File: src/rtl/mips_pkg.sv
// Shared writeback types and widths for the register-file write-port arbiter.
package mips_pkg;

    localparam int DATA_W = 32;
    localparam int ADDR_W = 5;

    typedef struct packed {
        logic [ADDR_W-1:0] dst;
        logic [DATA_W-1:0] data;
    } wb_req_t;

    typedef enum logic {
        LAST_ALU = 1'b0,
        LAST_MEM = 1'b1
    } grant_state_t;

endpackage

File: src/rtl/wb_fifo.sv
// Small per-source writeback FIFO with per-entry valid/destination taps
// so the top can answer pending-write hazard queries.
module wb_fifo
    import mips_pkg::*;
#(
    parameter int DEPTH = 2
) (
    input  logic                          clk,
    input  logic                          rst,
    input  logic                          i_push,
    input  wb_req_t                       i_pushReq,
    input  logic                          i_pop,
    output logic                          o_full,
    output logic                          o_empty,
    output wb_req_t                       o_head,
    output logic [DEPTH-1:0]              o_entryValid,
    output logic [DEPTH-1:0][ADDR_W-1:0]  o_entryReg
);

    localparam int PW = (DEPTH > 1) ? $clog2(DEPTH) : 1;
    localparam int CW = $clog2(DEPTH + 1);

    wb_req_t          r_mem [DEPTH];
    logic [PW-1:0]    r_wrPtr;
    logic [PW-1:0]    r_rdPtr;
    logic [CW-1:0]    r_count;
    logic [DEPTH-1:0] r_valid;

    logic             w_doPush;
    logic             w_doPop;
    logic [DEPTH-1:0] w_validNext;

    assign o_full   = (r_count == CW'(DEPTH));
    assign o_empty  = (r_count == '0);
    assign w_doPush = i_push && !o_full;
    assign w_doPop  = i_pop && !o_empty;
    assign o_head   = r_mem[r_rdPtr];

    // Pop clears before push sets; a push never targets the head slot while it is occupied.
    always_comb begin
        w_validNext = r_valid;
        if (w_doPop) begin
            w_validNext[r_rdPtr] = 1'b0;
        end
        if (w_doPush) begin
            w_validNext[r_wrPtr] = 1'b1;
        end
    end

    always_ff @(posedge clk) begin
        if (rst) begin
            r_wrPtr <= '0;
            r_rdPtr <= '0;
            r_count <= '0;
            r_valid <= '0;
        end else begin
            r_valid <= w_validNext;
            if (w_doPush) begin
                r_wrPtr <= r_wrPtr + PW'(1);
            end
            if (w_doPop) begin
                r_rdPtr <= r_rdPtr + PW'(1);
            end
            if (w_doPush && !w_doPop) begin
                r_count <= r_count + CW'(1);
            end else if (w_doPop && !w_doPush) begin
                r_count <= r_count - CW'(1);
            end
        end
    end

    always_ff @(posedge clk) begin
        if (w_doPush) begin
            r_mem[r_wrPtr] <= i_pushReq;
        end
    end

    always_comb begin
        o_entryValid = r_valid;
        for (int i = 0; i < DEPTH; i++) begin
            o_entryReg[i] = r_mem[i].dst;
        end
    end

endmodule

File: src/rtl/regfile_wb_arbiter.sv
// Shares the register file write port between ALU and load writeback,
// round-robin per cycle, with a pending-write hazard query for issue.
module regfile_wb_arbiter #(
    parameter int DATA_W = mips_pkg::DATA_W,
    parameter int ADDR_W = mips_pkg::ADDR_W,
    parameter int DEPTH  = 2
) (
    input  logic              clk,
    input  logic              rst,
    input  logic              alu_valid,
    output logic              alu_ready,
    input  logic [ADDR_W-1:0] alu_reg,
    input  logic [DATA_W-1:0] alu_data,
    input  logic              mem_valid,
    output logic              mem_ready,
    input  logic [ADDR_W-1:0] mem_reg,
    input  logic [DATA_W-1:0] mem_data,
    output logic              r_wr_en,
    output logic [ADDR_W-1:0] w_reg,
    output logic [DATA_W-1:0] w_data,
    input  logic [ADDR_W-1:0] q_reg,
    output logic              q_hit
);

    mips_pkg::grant_state_t r_state;
    mips_pkg::grant_state_t w_stateNext;

    mips_pkg::wb_req_t w_aluReq, w_memReq, w_aluHead, w_memHead;
    logic w_aluPush, w_memPush, w_aluFull, w_memFull, w_aluEmpty, w_memEmpty;
    logic w_grantAlu, w_grantMem;
    logic [DEPTH-1:0]                       w_aluValidTap, w_memValidTap;
    logic [DEPTH-1:0][mips_pkg::ADDR_W-1:0] w_aluRegTap, w_memRegTap;

    assign alu_ready = !rst && !w_aluFull;
    assign mem_ready = !rst && !w_memFull;

    // Writes to r0 complete the handshake but are dropped here.
    assign w_aluPush = alu_valid && alu_ready && (alu_reg != '0);
    assign w_memPush = mem_valid && mem_ready && (mem_reg != '0);
    assign w_aluReq  = '{dst: alu_reg, data: alu_data};
    assign w_memReq  = '{dst: mem_reg, data: mem_data};

    wb_fifo #(.DEPTH(DEPTH)) u_aluFifo (
        .clk          (clk),
        .rst          (rst),
        .i_push       (w_aluPush),
        .i_pushReq    (w_aluReq),
        .i_pop        (w_grantAlu),
        .o_full       (w_aluFull),
        .o_empty      (w_aluEmpty),
        .o_head       (w_aluHead),
        .o_entryValid (w_aluValidTap),
        .o_entryReg   (w_aluRegTap)
    );

    wb_fifo #(.DEPTH(DEPTH)) u_memFifo (
        .clk          (clk),
        .rst          (rst),
        .i_push       (w_memPush),
        .i_pushReq    (w_memReq),
        .i_pop        (w_grantMem),
        .o_full       (w_memFull),
        .o_empty      (w_memEmpty),
        .o_head       (w_memHead),
        .o_entryValid (w_memValidTap),
        .o_entryReg   (w_memRegTap)
    );

    always_ff @(posedge clk) begin
        if (rst) begin
            r_state <= mips_pkg::LAST_MEM;
        end else begin
            r_state <= w_stateNext;
        end
    end

    // On contention the source not granted last wins; otherwise any non-empty source.
    always_comb begin
        w_grantAlu  = 1'b0;
        w_grantMem  = 1'b0;
        w_stateNext = r_state;
        if (!w_aluEmpty && (w_memEmpty || r_state == mips_pkg::LAST_MEM)) begin
            w_grantAlu  = 1'b1;
            w_stateNext = mips_pkg::LAST_ALU;
        end else if (!w_memEmpty) begin
            w_grantMem  = 1'b1;
            w_stateNext = mips_pkg::LAST_MEM;
        end
    end

    always_ff @(posedge clk) begin
        if (rst) begin
            r_wr_en <= 1'b0;
            w_reg   <= '0;
            w_data  <= '0;
        end else if (w_grantAlu) begin
            r_wr_en <= 1'b1;
            w_reg   <= w_aluHead.dst;
            w_data  <= w_aluHead.data;
        end else if (w_grantMem) begin
            r_wr_en <= 1'b1;
            w_reg   <= w_memHead.dst;
            w_data  <= w_memHead.data;
        end else begin
            r_wr_en <= 1'b0;
        end
    end

    always_comb begin
        q_hit = r_wr_en && (w_reg == q_reg);
        for (int i = 0; i < DEPTH; i++) begin
            if ((w_aluValidTap[i] && w_aluRegTap[i] == q_reg) ||
                (w_memValidTap[i] && w_memRegTap[i] == q_reg)) begin
                q_hit = 1'b1;
            end
        end
        if (q_reg == '0) begin
            q_hit = 1'b0;
        end
    end

endmodule

File: config.mk
export PLATFORM = sky130hd
export DESIGN_NAME = regfile_wb_arbiter
export DESIGN_NICKNAME = d
export VERILOG_FILES = /design/src/rtl/mips_pkg.sv /design/src/rtl/wb_fifo.sv /design/src/rtl/regfile_wb_arbiter.sv
export SDC_FILE = /design/constraint.sdc
export NUM_CORES = 1
export LEC_CHECK = 0
export CAP_MARGIN = 20
export CORE_MARGIN = 2
export CORE_UTILIZATION = 35
export CTS_CLUSTER_SIZE = 16
export DETAILED_ROUTE_END_ITERATION = 16
export GPL_ROUTABILITY_DRIVEN = 0
export PLACE_DENSITY_LB_ADDON = 0.12
export SLEW_MARGIN = 0
export SYNTH_ARGS = -nofsm -noshare
export SYNTH_HDL_FRONTEND = slang
export SYNTH_SLANG_ARGS = --single-unit
File: constraint.sdc
create_clock -name clk -period 6.9 [get_ports clk]
set_input_delay 1.725 -clock clk [delete_from_list [all_inputs] [get_ports clk]]
set_output_delay 1.725 -clock clk [all_outputs]
set_load 0.05 [all_outputs]
# Word level (Yosys, flattened, before mapping)
# Memories as Yosys holds them, arrays and structs flattened. A register that Yosys moved wholly into a read port is not among the register bits.
# Cells that the tools add are included.
dict set report word_totals {
  reg_bits 51
  latch_bits 0
  mem_bits_rw 148
  romBits 0
  output_inout_bits 41
  n_memories 2
}
# name words word_bits read_ports rd_clocked_by_memory_dff wr line
set memory_table {}
lappend memory_table {u_aluFifo.r_mem 2 37 3 1 1 wb_fifo.sv:23} ;# wb_req_t r_mem [DEPTH];
lappend memory_table {u_memFifo.r_mem 2 37 3 1 1 wb_fifo.sv:23}
dict set report classes {
  add_sub_neg 8
  multipliers 0
  div 0
  magnitude_cmp 8
  eq_ne 8
  shift 0
  n_mux 38
  bitwise_logic 6
  n_reduce_logical 44
}
# cell count
set op_table {}
lappend op_table {{32-bit two-way mux} 2}
lappend op_table {{5-bit == test} 5}
lappend op_table {{1-bit logical AND} 24}
lappend op_table {{1-bit two-way mux} 22}
lappend op_table {{2-bit two-way mux} 8}
lappend op_table {{5-bit two-way mux} 2}
lappend op_table {{5-bit nonzero test} 2}
lappend op_table {{1-bit logical NOT} 9}
lappend op_table {{1-bit by 2-bit less-than comparator with 1-bit output (second input constant)} 4}
lappend op_table {{2-bit nonzero test} 3}
lappend op_table {{5-bit logical NOT} 1}
lappend op_table {{1-bit adder (second input constant)} 4}
lappend op_table {{2-bit by 1-bit adder with 2-bit output (second input constant)} 2}
lappend op_table {{2-bit bitwise AND} 2}
lappend op_table {{1-bit demux with 1-bit select} 4}
lappend op_table {{2-bit == test (second input constant)} 2}
lappend op_table {{1-bit >= comparator (second input constant)} 4}
lappend op_table {{2-bit logical NOT} 2}
lappend op_table {{2-bit inverter} 2}
lappend op_table {{2-bit bitwise OR} 2}
lappend op_table {{2-bit by 1-bit subtractor with 2-bit output (second input constant)} 2}
lappend op_table {{1-bit logical OR} 3}
lappend op_table {{2-bit inequality test (second input constant)} 1}

# Longest topological paths before layout
# Gate-level depths: netlist of run 1.
dict set report depth {
  ltp_word 10
  ltp_mapped 9
  mapped_depth_nobuf 8
}

# By module
# From an unflattened synthesis of run 1, not the netlist that was laid out.
dict set report unflattened {
  cells_unflattened 543
  area_unflattened_um2 8047.7
}
# mod instances cells_each area_each_um2
set modules_own_cells {}
lappend modules_own_cells {wb_fifo 2 159 3024.2}
lappend modules_own_cells {regfile_wb_arbiter 1 225 1999.4}

# Worst setup path before layout of run 1
# No wires, ideal clock.
dict set report synth_timing {
  kind {input-to-output}
  from {input port q_reg[3]}
  to {output port q_hit}
  arrival_time_ns 2.978
  t_required_ns 5.175
  slack_ns 2.197
  stages 6
  path_cell_list {clkbuf_1 -> xor2_1 -> nor4_1 -> nand3_1 -> nand3_1 -> o22a_1}
}
dict set report synth_between {
  elab_chain_len 6
  word_cells_on_any_way 16
  cone_classes {eq/ne: 5; mux: 3; reduce/logical: 8}
}
# element line
set synth_rtl {}
lappend synth_rtl {{start, declared} regfile_wb_arbiter.sv:21} ;# input logic [ADDR_W-1:0] q_reg,
lappend synth_rtl {{5-bit == test (on tied branches)} {regfile_wb_arbiter.sv:112, regfile_wb_arbiter.sv:113}}
lappend synth_rtl {{1-bit logical AND (on tied branches)} {regfile_wb_arbiter.sv:112, regfile_wb_arbiter.sv:113}}
lappend synth_rtl {{1-bit logical OR} regfile_wb_arbiter.sv:112} ;# if ((w_aluValidTap[i] && w_aluRegTap[i] == q_reg) ||
lappend synth_rtl {{1-bit two-way mux (2 in a row)} regfile_wb_arbiter.sv:112}
lappend synth_rtl {{1-bit two-way mux *} regfile_wb_arbiter.sv:117} ;# if (q_reg == '0) begin
lappend synth_rtl {{end, declared} regfile_wb_arbiter.sv:22} ;# output logic q_hit
# Every way passes the cells marked *; elsewhere a longest branch is shown, timed or not.

# Worst setup path in the final report of run 1
dict set report layout_timing {
  from {input port q_reg[0]}
  to {output port q_hit}
}
# The elaborated chain is that of the path after synthesis.

==> results_tabular.tex, run 1 <==
\begin{tabular}{lr}
\hline
Metric & Value \\
\hline
\multicolumn{2}{l}{\textbf{Run status}} \\
Status & completed \\
\multicolumn{2}{l}{\textbf{Die}} \\
Horizontal extent of the die & 152 um \\
Total Die Area & 23100 sq um \\
Die outline height & 152 um \\
Floorplan core area & 21700 sq um \\
I/O pins & 124 \\
Initial cell density of the core & 35.4\% \\
Standard-cell row count & 54 \\
\multicolumn{2}{l}{\textbf{STA}} \\
Final number of max-transition violations & 0 \\
Post-route minimum period & 5700 ps \\
Worst Max-Slew Pin Slew & 1120 ps \\
Hold Worst Slack & 458 ps \\
Clock Skew & 12.2 ps \\
Number of hold-slack violations in the final timing report & 0 \\
Final setup viols & 0 \\
Share of the cycle needed by the critical path after routing & 82.6\% \\
Peak clock frequency supported by timing & 175 MHz \\
Setup tns final & 0 ps \\
Worst setup margin & 1200 ps \\
Unrepaired setup endpoints after global routing & no \\
Max-slew headroom & 25.6\% \\
\multicolumn{2}{l}{\textbf{CTS}} \\
Total CTS buffers & 22 \\
Clock root buffer & sky130\_fd\_sc\_hd\_\_clkbuf\_16 \\
CTS max path bufs & 3 \\
Setup fix buffers added after clock tree synthesis & 0 \\
Gates resized, CTS repair & 0 \\
Skew-Pair Late Insertion Delay & 500 ps \\
Number of sinks driven by the clock tree & 201 \\
Clock tree from TritonCTS & yes \\
Number of hold-repair buffers added at the cts stage & 0 \\
H-Tree Level Count & 1 \\
Post-CTS clock slew at the launch and capture registers of the worst setup and hold paths & 60 ps \\
\multicolumn{2}{l}{\textbf{Cells and area}} \\
Area of the multi-input gates & 2020 sq um \\
Net count, final & 692 \\
Area occupied by registers & 5510 sq um \\
Fraction of final layout cells with drive strength greater than 1 & 19.7\% \\
Area overhead of the layout relative to synthesis & 29.8\% \\
Number of fill cells & 1918 \\
Cell Count, Final, Fillers Out & 903 \\
Diode count & 0 \\
Regs by FF count & u\_aluFifo.r\_mem x74, u\_memFifo.r\_mem x74, w\_data x32 \\
\multicolumn{2}{l}{\textbf{Logic synthesis}} \\
Fraction of registers with async set or reset after synthesis & 0\% \\
Synthesis-stage register bit count & 201 \\
Area contributors post-synth & sky130\_fd\_sc\_hd\_\_edfxtp\_1 58\%, sky130\_fd\_sc\_hd\_\_dfxtp\_1 14\%, sky130\_fd\_sc\_hd\_\_mux2\_2 9.7\% \\
Post-synth EDFFs & 148 \\
Mean Syn Cell Area & 15.9 sq um \\
Library cell occupying the most area in the post-synthesis netlist & sky130\_fd\_sc\_hd\_\_edfxtp\_1 \\
Area fraction of the dominant cell type after synthesis & 57.9\% \\
Number of distinct library cells after synthesis & 36 \\
Synthesized cell area & 7680 sq um \\
Predominant post-synthesis flop cell & sky130\_fd\_sc\_hd\_\_edfxtp\_1 \\
Syn. warnings & 0 \\
Share of the yosys chip area belonging to registers & 71.7\% \\
Cells after synthesis & 484 \\
Post-synth net total & 569 \\
\multicolumn{2}{l}{\textbf{Setup path}} \\
Critical path launch point type & input pin \\
Worst path top cell family by delay & buffers and inverters \\
Series of cell instances along the critical path & clkdlybuf4s50\_1 -> xor2\_1 -> nor4\_1 -> nand3\_1 -> nand2\_1 -> o22a\_1 -> clkdlybuf4s50\_1 \\
Slowest-stage cell, CP & sky130\_fd\_sc\_hd\_\_clkdlybuf4s50\_1 \\
Reg2Reg Depth & 8 \\
Logic depth of the worst path, buffers included & 7 \\
Startpoint-to-endpoint class of the critical path & input pin to primary output \\
Maximum fanout along the worst path & 6 \\
Critical Path Most Common Cell & sky130\_fd\_sc\_hd\_\_clkdlybuf4s50\_1 \\
Sum of buffers and inverters on the critical path & 2 \\
Data arrival at the endpoint of the critical path & 3970 ps \\
Required time worst endpoint & 5180 ps \\
Worst Setup End Kind & primary output \\
CP peak stage delay & 790 ps \\
\multicolumn{2}{l}{\textbf{Route}} \\
Vias & 4565 \\
First-iteration detailed-routing DRC count & 408 \\
1st-pass router iterations & 7 \\
DRC violations left & 0 \\
Wirelength, routed & 18.6 mm \\
Detail Route Antenna Nets & 0 \\
Post-DR vias/cell & 5.06 \\
Average routed wire per standard cell & 20.5 um \\
\multicolumn{2}{l}{\textbf{Job}} \\
Max-cap violations & 0 \\
\multicolumn{2}{l}{\textbf{Min path}} \\
Cell depth of the worst min-delay path & 2 \\
Hold/Removal Path Class & flop to flop \\
\multicolumn{2}{l}{\textbf{GRT}} \\
Maximum number of pins on one net before global-route repair & 45 \\
Number of global-route vias before repair & 4928 \\
Wire length of the first global-routing pass & 28.3 mm \\
Overall Global Routing Usage & 15.8\% \\
Antenna violations before repair & 0 \\
Overall overflow remaining after global route & 0 \\
\multicolumn{2}{l}{\textbf{Placement}} \\
Detailed placer's ending HPWL & 11.0 mm \\
Placement-stage worst setup slack & 1190 ps \\
Port buffer count & 123 \\
Cell count after placement & 859 \\
\multicolumn{2}{l}{\textbf{Power and ir drop}} \\
Max VDD drop & 0.244 mV \\
Leakage power figure & 3.40 nW \\
Cell area power density & 420 nW/um\^{}2 \\
\hline
\end{tabular}
cell families after synthesis:
kind of cell               share of synthesized area, %
and+or+nand+nor                                    4.91
DFF                                                71.7
adders and majority gates                         0.326
buffers and inverters                              2.25
xor gates and xnor gates                           3.65
muxes                                              10.2
AOI/OAI and AO/OA                                  6.96
worst reg2reg max path, cell delays in order (launching register included):
cell and delay, ps:
sky130_fd_sc_hd__dfxtp_1 490, sky130_fd_sc_hd__nor2_2 110, sky130_fd_sc_hd__o22a_2 590, sky130_fd_sc_hd__nor2_4 670, sky130_fd_sc_hd__buf_16 250, sky130_fd_sc_hd__inv_1 80
sky130_fd_sc_hd__ha_1 330, sky130_fd_sc_hd__or3_1 370, sky130_fd_sc_hd__a21oi_1 130
per-stage QoR:
stage	total power [mW]	utilization, %	cell area (sq um)
after floorplan	2.56	-	7680
after global placement	3.00	42.2	9150
after detailed placement	3.03	42.3	9170
after CTS	4.20	45.6	9890
after global routing	4.38	46.0	9970
final	4.18	46.0	9970
synthesized netlist by cell type, drive strengths merged (3+ instances only):
master	number
a211o	4
a211oi	4
a21oi	10
a222oi	33
buf	15
clkbuf	17
dfxtp	53
edfxtp	148
inv	6
mux2	66
mux2i	4
nand2	7
nand3	6
nor2	44
nor2b	5
nor4	6
o21ai	4
or4	3
xnor2	8
xor2	24
power by group:
group	internal, mW	switching, mW
Sequential	1.49	0.134
Clock	0.689	0.460
Combinational	0.547	0.859
Total	2.73	1.45
cells in the final DEF, fill, tap and decap left out, drive strengths merged, types with 2 or more instances in the layout:
cell,count
a211o,4
a211oi,4
a21oi,10
a222oi,33
and2,2
buf,9
clkbuf,30
clkdlybuf4s50,122
clkinv,8
dfxtp,53
edfxtp,148
ha,2
inv,7
mux2,66
mux2i,4
nand2,7
nand2b,2
nand3,6
nor2,44
nor2b,5
nor4,6
o211a,2
o21a,2
o21ai,4
o22a,2
or3,2
or4,3
xnor2,8
xor2,24
worst paths after layout:
kind	end	slack, ps	startpoint
worst max-delay path	q_hit	1200	q_reg[0]
worst min-delay path	w_data[14]	460	w_data[14]
worst max register to register	u_memFifo.r_count[1]	3810	u_memFifo.r_count[0]
worst min register to register	w_data[14]	460	w_data[14]
routing by layer:
| metal | vias to the layer above | global-route usage (%) | part of all wire [%] |
|---|---|---|---|
| li1 | 2129 | - | - |
| met1 | 2274 | 20.1 | 44 |
| met2 | 135 | 27.1 | 48 |
| met3 | 27 | 3.91 | 6.7 |
| met4 | 0 | 3.74 | 1.5 |
| met5 | - | 0 | 0 |
layout make-up:
class                      count  share of cell area [%]
clock buffer                  30                    6.44
multi-input combinational    245                    20.2
tap                          280                    3.51
timing repair buffer         131                    13.5
inverter                       6                   0.276
clock inverter                10                   0.778
sequential                   201                    55.3
Power figures use the tool's default switching activity.
==> run 2: changes to the inputs <==
==> constraint.sdc (replaced) <==
create_clock -name clk -period 5.7 [get_ports clk]
set_input_delay 1.425 -clock clk [delete_from_list [all_inputs] [get_ports clk]]
set_output_delay 1.425 -clock clk [all_outputs]
set_load 0.05 [all_outputs]
==> results_tabular.tex, run 2 (synthesis results as in run 1) <==
\begin{tabular}{lr}
\hline
Metric & Value \\
\hline
\multicolumn{2}{l}{\textbf{Die}} \\
I/O pins & 124 (unchanged) \\
Die outline height & 152 um (unchanged) \\
Total Die Area & 23100 sq um (unchanged) \\
Initial cell density of the core & 35.4\% (unchanged) \\
Horizontal extent of the die & 152 um (unchanged) \\
Standard-cell row count & 54 (unchanged) \\
Floorplan core area & 21700 sq um (unchanged) \\
\multicolumn{2}{l}{\textbf{Cells and area}} \\
Net count, final & 693 (was 692) \\
Area occupied by registers & 5510 sq um (unchanged) \\
Util after Layout & 45.9\% (was 46.0\%) \\
Final non-filler cell area & 9960 sq um (was 9970 sq um) \\
Cell Count, Final, Fillers Out & 904 (was 903) \\
Number of fill cells & 1899 (was 1918) \\
Commonest non-fill, non-tap cell in the layout & sky130\_fd\_sc\_hd\_\_edfxtp\_1 (unchanged) \\
Diode count & 0 (unchanged) \\
Area overhead of the layout relative to synthesis & 29.8\% (about the same) \\
Regs by FF count & u\_aluFifo.r\_mem x74, u\_memFifo.r\_mem x74, w\_data x32 (unchanged) \\
Fraction of final layout cells with drive strength greater than 1 & 19.2\% (was 19.7\%) \\
Area of the multi-input gates & 2020 sq um (unchanged) \\
Highest-count cells in the layout ignoring fill and taps & 148 x sky130\_fd\_sc\_hd\_\_edfxtp\_1, 122 x sky130\_fd\_sc\_hd\_\_clkdlybuf4s50\_1, 66 x sky130\_fd\_sc\_hd\_\_mux2\_2 (unchanged) \\
\multicolumn{2}{l}{\textbf{GRT}} \\
Overall overflow remaining after global route & 0 (unchanged) \\
Number of global-route vias before repair & 5083 (was 4928) \\
Antenna violations before repair & 0 (unchanged) \\
Maximum number of pins on one net before global-route repair & 39 (was 45) \\
Overall Global Routing Usage & 15.8\% (about the same) \\
Wire length of the first global-routing pass & 28.6 mm (was 28.3 mm) \\
\multicolumn{2}{l}{\textbf{CTS}} \\
Setup fix buffers added after clock tree synthesis & 0 (unchanged) \\
Number of hold-repair buffers added at the cts stage & 0 (unchanged) \\
Clock tree from TritonCTS & yes (unchanged) \\
Total CTS buffers & 23 (was 22) \\
Skew-Pair Late Insertion Delay & 490 ps (was 500 ps) \\
Number of sinks driven by the clock tree & 201 (unchanged) \\
Gates resized, CTS repair & 0 (unchanged) \\
Clock root buffer & sky130\_fd\_sc\_hd\_\_clkbuf\_16 (unchanged) \\
Post-CTS clock slew at the launch and capture registers of the worst setup and hold paths & 50 ps (was 60 ps) \\
CTS max path bufs & 3 (unchanged) \\
H-Tree Level Count & 1 (unchanged) \\
\multicolumn{2}{l}{\textbf{STA}} \\
Peak clock frequency supported by timing & 196 MHz \\
Unrepaired setup endpoints after global routing & no (unchanged) \\
Setup tns final & 0 ps (unchanged) \\
Clock Skew & 15.3 ps (was 12.2 ps) \\
Number of hold-slack violations in the final timing report & 0 (unchanged) \\
Post-route minimum period & 5100 ps \\
Final number of max-transition violations & 0 (unchanged) \\
Share of the cycle needed by the critical path after routing & 89.5\% \\
Final setup viols & 0 (unchanged) \\
Max-slew headroom & 26.4\% (was 25.6\%) \\
Worst Max-Slew Pin Slew & 1100 ps (was 1120 ps) \\
Worst setup margin & 600 ps (was 1200 ps) \\
\multicolumn{2}{l}{\textbf{Power and ir drop}} \\
Leakage power figure & 3.39 nW (was 3.40 nW) \\
Portion of total power attributed to combinational logic & 32.4\% (was 33.6\%) \\
Int Power & 3.36 mW (was 2.73 mW) \\
Switching power as a share of total power & 34.1\% (was 34.7\%) \\
Clock network fraction of design power & 28.6\% (was 27.5\%) \\
Net Switching & 1.74 mW (was 1.45 mW) \\
Share of power burned in registers & 39.0\% (was 38.9\%) \\
Max VDD drop & 0.256 mV (was 0.244 mV) \\
Cell area power density & 511 nW/um\^{}2 (was 420 nW/um\^{}2) \\
\multicolumn{2}{l}{\textbf{Setup path}} \\
Reg-to-reg slack, setup & 3050 ps (was 3810 ps) \\
Maximum fanout along the worst path & 6 (unchanged) \\
Endpoint of the worst-slack reg-to-reg timing path & u\_aluFifo.r\_count[1] (was u\_memFifo.r\_count[1]) \\
Crit path from & q\_reg[0] (unchanged) \\
Worst Setup End Kind & primary output (unchanged) \\
Required time worst endpoint & 4280 ps (was 5180 ps) \\
Critical path launch point type & input pin (unchanged) \\
Startpoint-to-endpoint class of the critical path & input pin to primary output (unchanged) \\
Data arrival at the endpoint of the critical path & 3670 ps (was 3970 ps) \\
Startpoint of the most critical register-to-register path & u\_memFifo.r\_count[0] (unchanged) \\
Reg2Reg Depth & 6 (was 8) \\
\multicolumn{2}{l}{\textbf{Placement}} \\
Placement-stage worst setup slack & 625 ps (was 1190 ps) \\
Area after detailed placement & 9180 sq um (was 9170 sq um) \\
Detailed placer's ending HPWL & 11.2 mm (was 11.0 mm) \\
Port buffer count & 123 (unchanged) \\
Cell count after placement & 862 (was 859) \\
\multicolumn{2}{l}{\textbf{Run status}} \\
Status & completed (unchanged) \\
\multicolumn{2}{l}{\textbf{Min path}} \\
Hold path startpoint & w\_data[21] (was w\_data[14]) \\
Cell depth of the worst min-delay path & 2 (unchanged) \\
Hold/Removal Path Class & flop to flop (unchanged) \\
Endpoint with the worst hold slack & w\_data[21] (was w\_data[14]) \\
\multicolumn{2}{l}{\textbf{Route}} \\
First-iteration detailed-routing DRC count & 427 (was 408) \\
Post-DR vias/cell & 5.04 (was 5.06) \\
Average routed wire per standard cell & 20.2 um (was 20.5 um) \\
Vias & 4558 (was 4565) \\
DRC violations left & 0 (unchanged) \\
1st-pass router iterations & 7 (unchanged) \\
Wirelength, routed & 18.3 mm (was 18.6 mm) \\
Detail Route Antenna Nets & 0 (unchanged) \\
\multicolumn{2}{l}{\textbf{Job}} \\
Max-cap violations & 0 (unchanged) \\
\hline
\end{tabular}
-- run 2: cell types whose count changed in the layout (fill, tap and decap cells not counted) --
| cell | before | now |
|---|---|---|
| sky130_fd_sc_hd__buf_12 | 3 | 1 |
| sky130_fd_sc_hd__buf_16 | 1 | 0 |
| sky130_fd_sc_hd__buf_4 | 3 | 7 |
| sky130_fd_sc_hd__buf_6 | 1 | 0 |
| sky130_fd_sc_hd__bufinv_16 | 1 | 2 |
| sky130_fd_sc_hd__clkbuf_1 | 3 | 7 |
| sky130_fd_sc_hd__clkbuf_8 | 4 | 6 |
| sky130_fd_sc_hd__clkinv_2 | 7 | 0 |
| sky130_fd_sc_hd__clkinvlp_4 | 0 | 1 |
-- run 2: worst max path at each step --
stage	cells past startpoint	slack [ps]	endpoint
floorplan	6	1600	q_hit
global placement	7	660	q_hit
detailed placement	7	630	q_hit
CTS	7	610	q_hit
global route	7	450	q_hit
finish	7	600	q_hit
-- run 2: power by group through the flow --
stage / Sequential (mW) / Combinational [mW] / Clock, mW
2_1_floorplan: 2.38 / 0.718 / 0
4_1_cts: 1.99 / 1.67 / 1.50
6_report: 1.98 / 1.65 / 1.46
3_3_place_gp: 2.01 / 1.64 / 0
5_1_grt: 2.01 / 1.76 / 1.57
3_5_place_dp: 2.01 / 1.66 / 0
-- run 2: area by class of cell --
class	count	share of cell area, %
sequential	201	55.3
multi-input combinational	245	20.2
timing repair buffer	131	13.0
clock buffer	36	6.87
tap	280	3.52
clock inverter	5	0.804
inverter	6	0.276
-- run 2: metrics by stage --
step | hold WS [ps] | power, mW
4_1_cts | 458 | 5.16
3_3_place_gp | 449 | 3.65
2_1_floorplan | 454 | 3.09
5_1_grt | 492 | 5.34
6_report | 453 | 5.09
3_5_place_dp | 450 | 3.68
-- run 2: routing by layer --
| layer | track usage (%) | up-vias | part of all wire, % |
|---|---|---|---|
| li1 | - | 2124 | - |
| met1 | 19.9 | 2256 | 41 |
| met2 | 27.5 | 151 | 50 |
| met3 | 3.54 | 27 | 7.0 |
| met4 | 4.09 | 0 | 1.8 |
| met5 | 0 | - | 0 |
-- run 2: worst max-delay path: stages --
cell and delay, ps:
sky130_fd_sc_hd__clkdlybuf4s50_1 580, sky130_fd_sc_hd__xor2_1 220, sky130_fd_sc_hd__nor4_1 290, sky130_fd_sc_hd__nand3_1 110
sky130_fd_sc_hd__nand3_1 90, sky130_fd_sc_hd__o22a_1 150, sky130_fd_sc_hd__clkdlybuf4s50_1 800
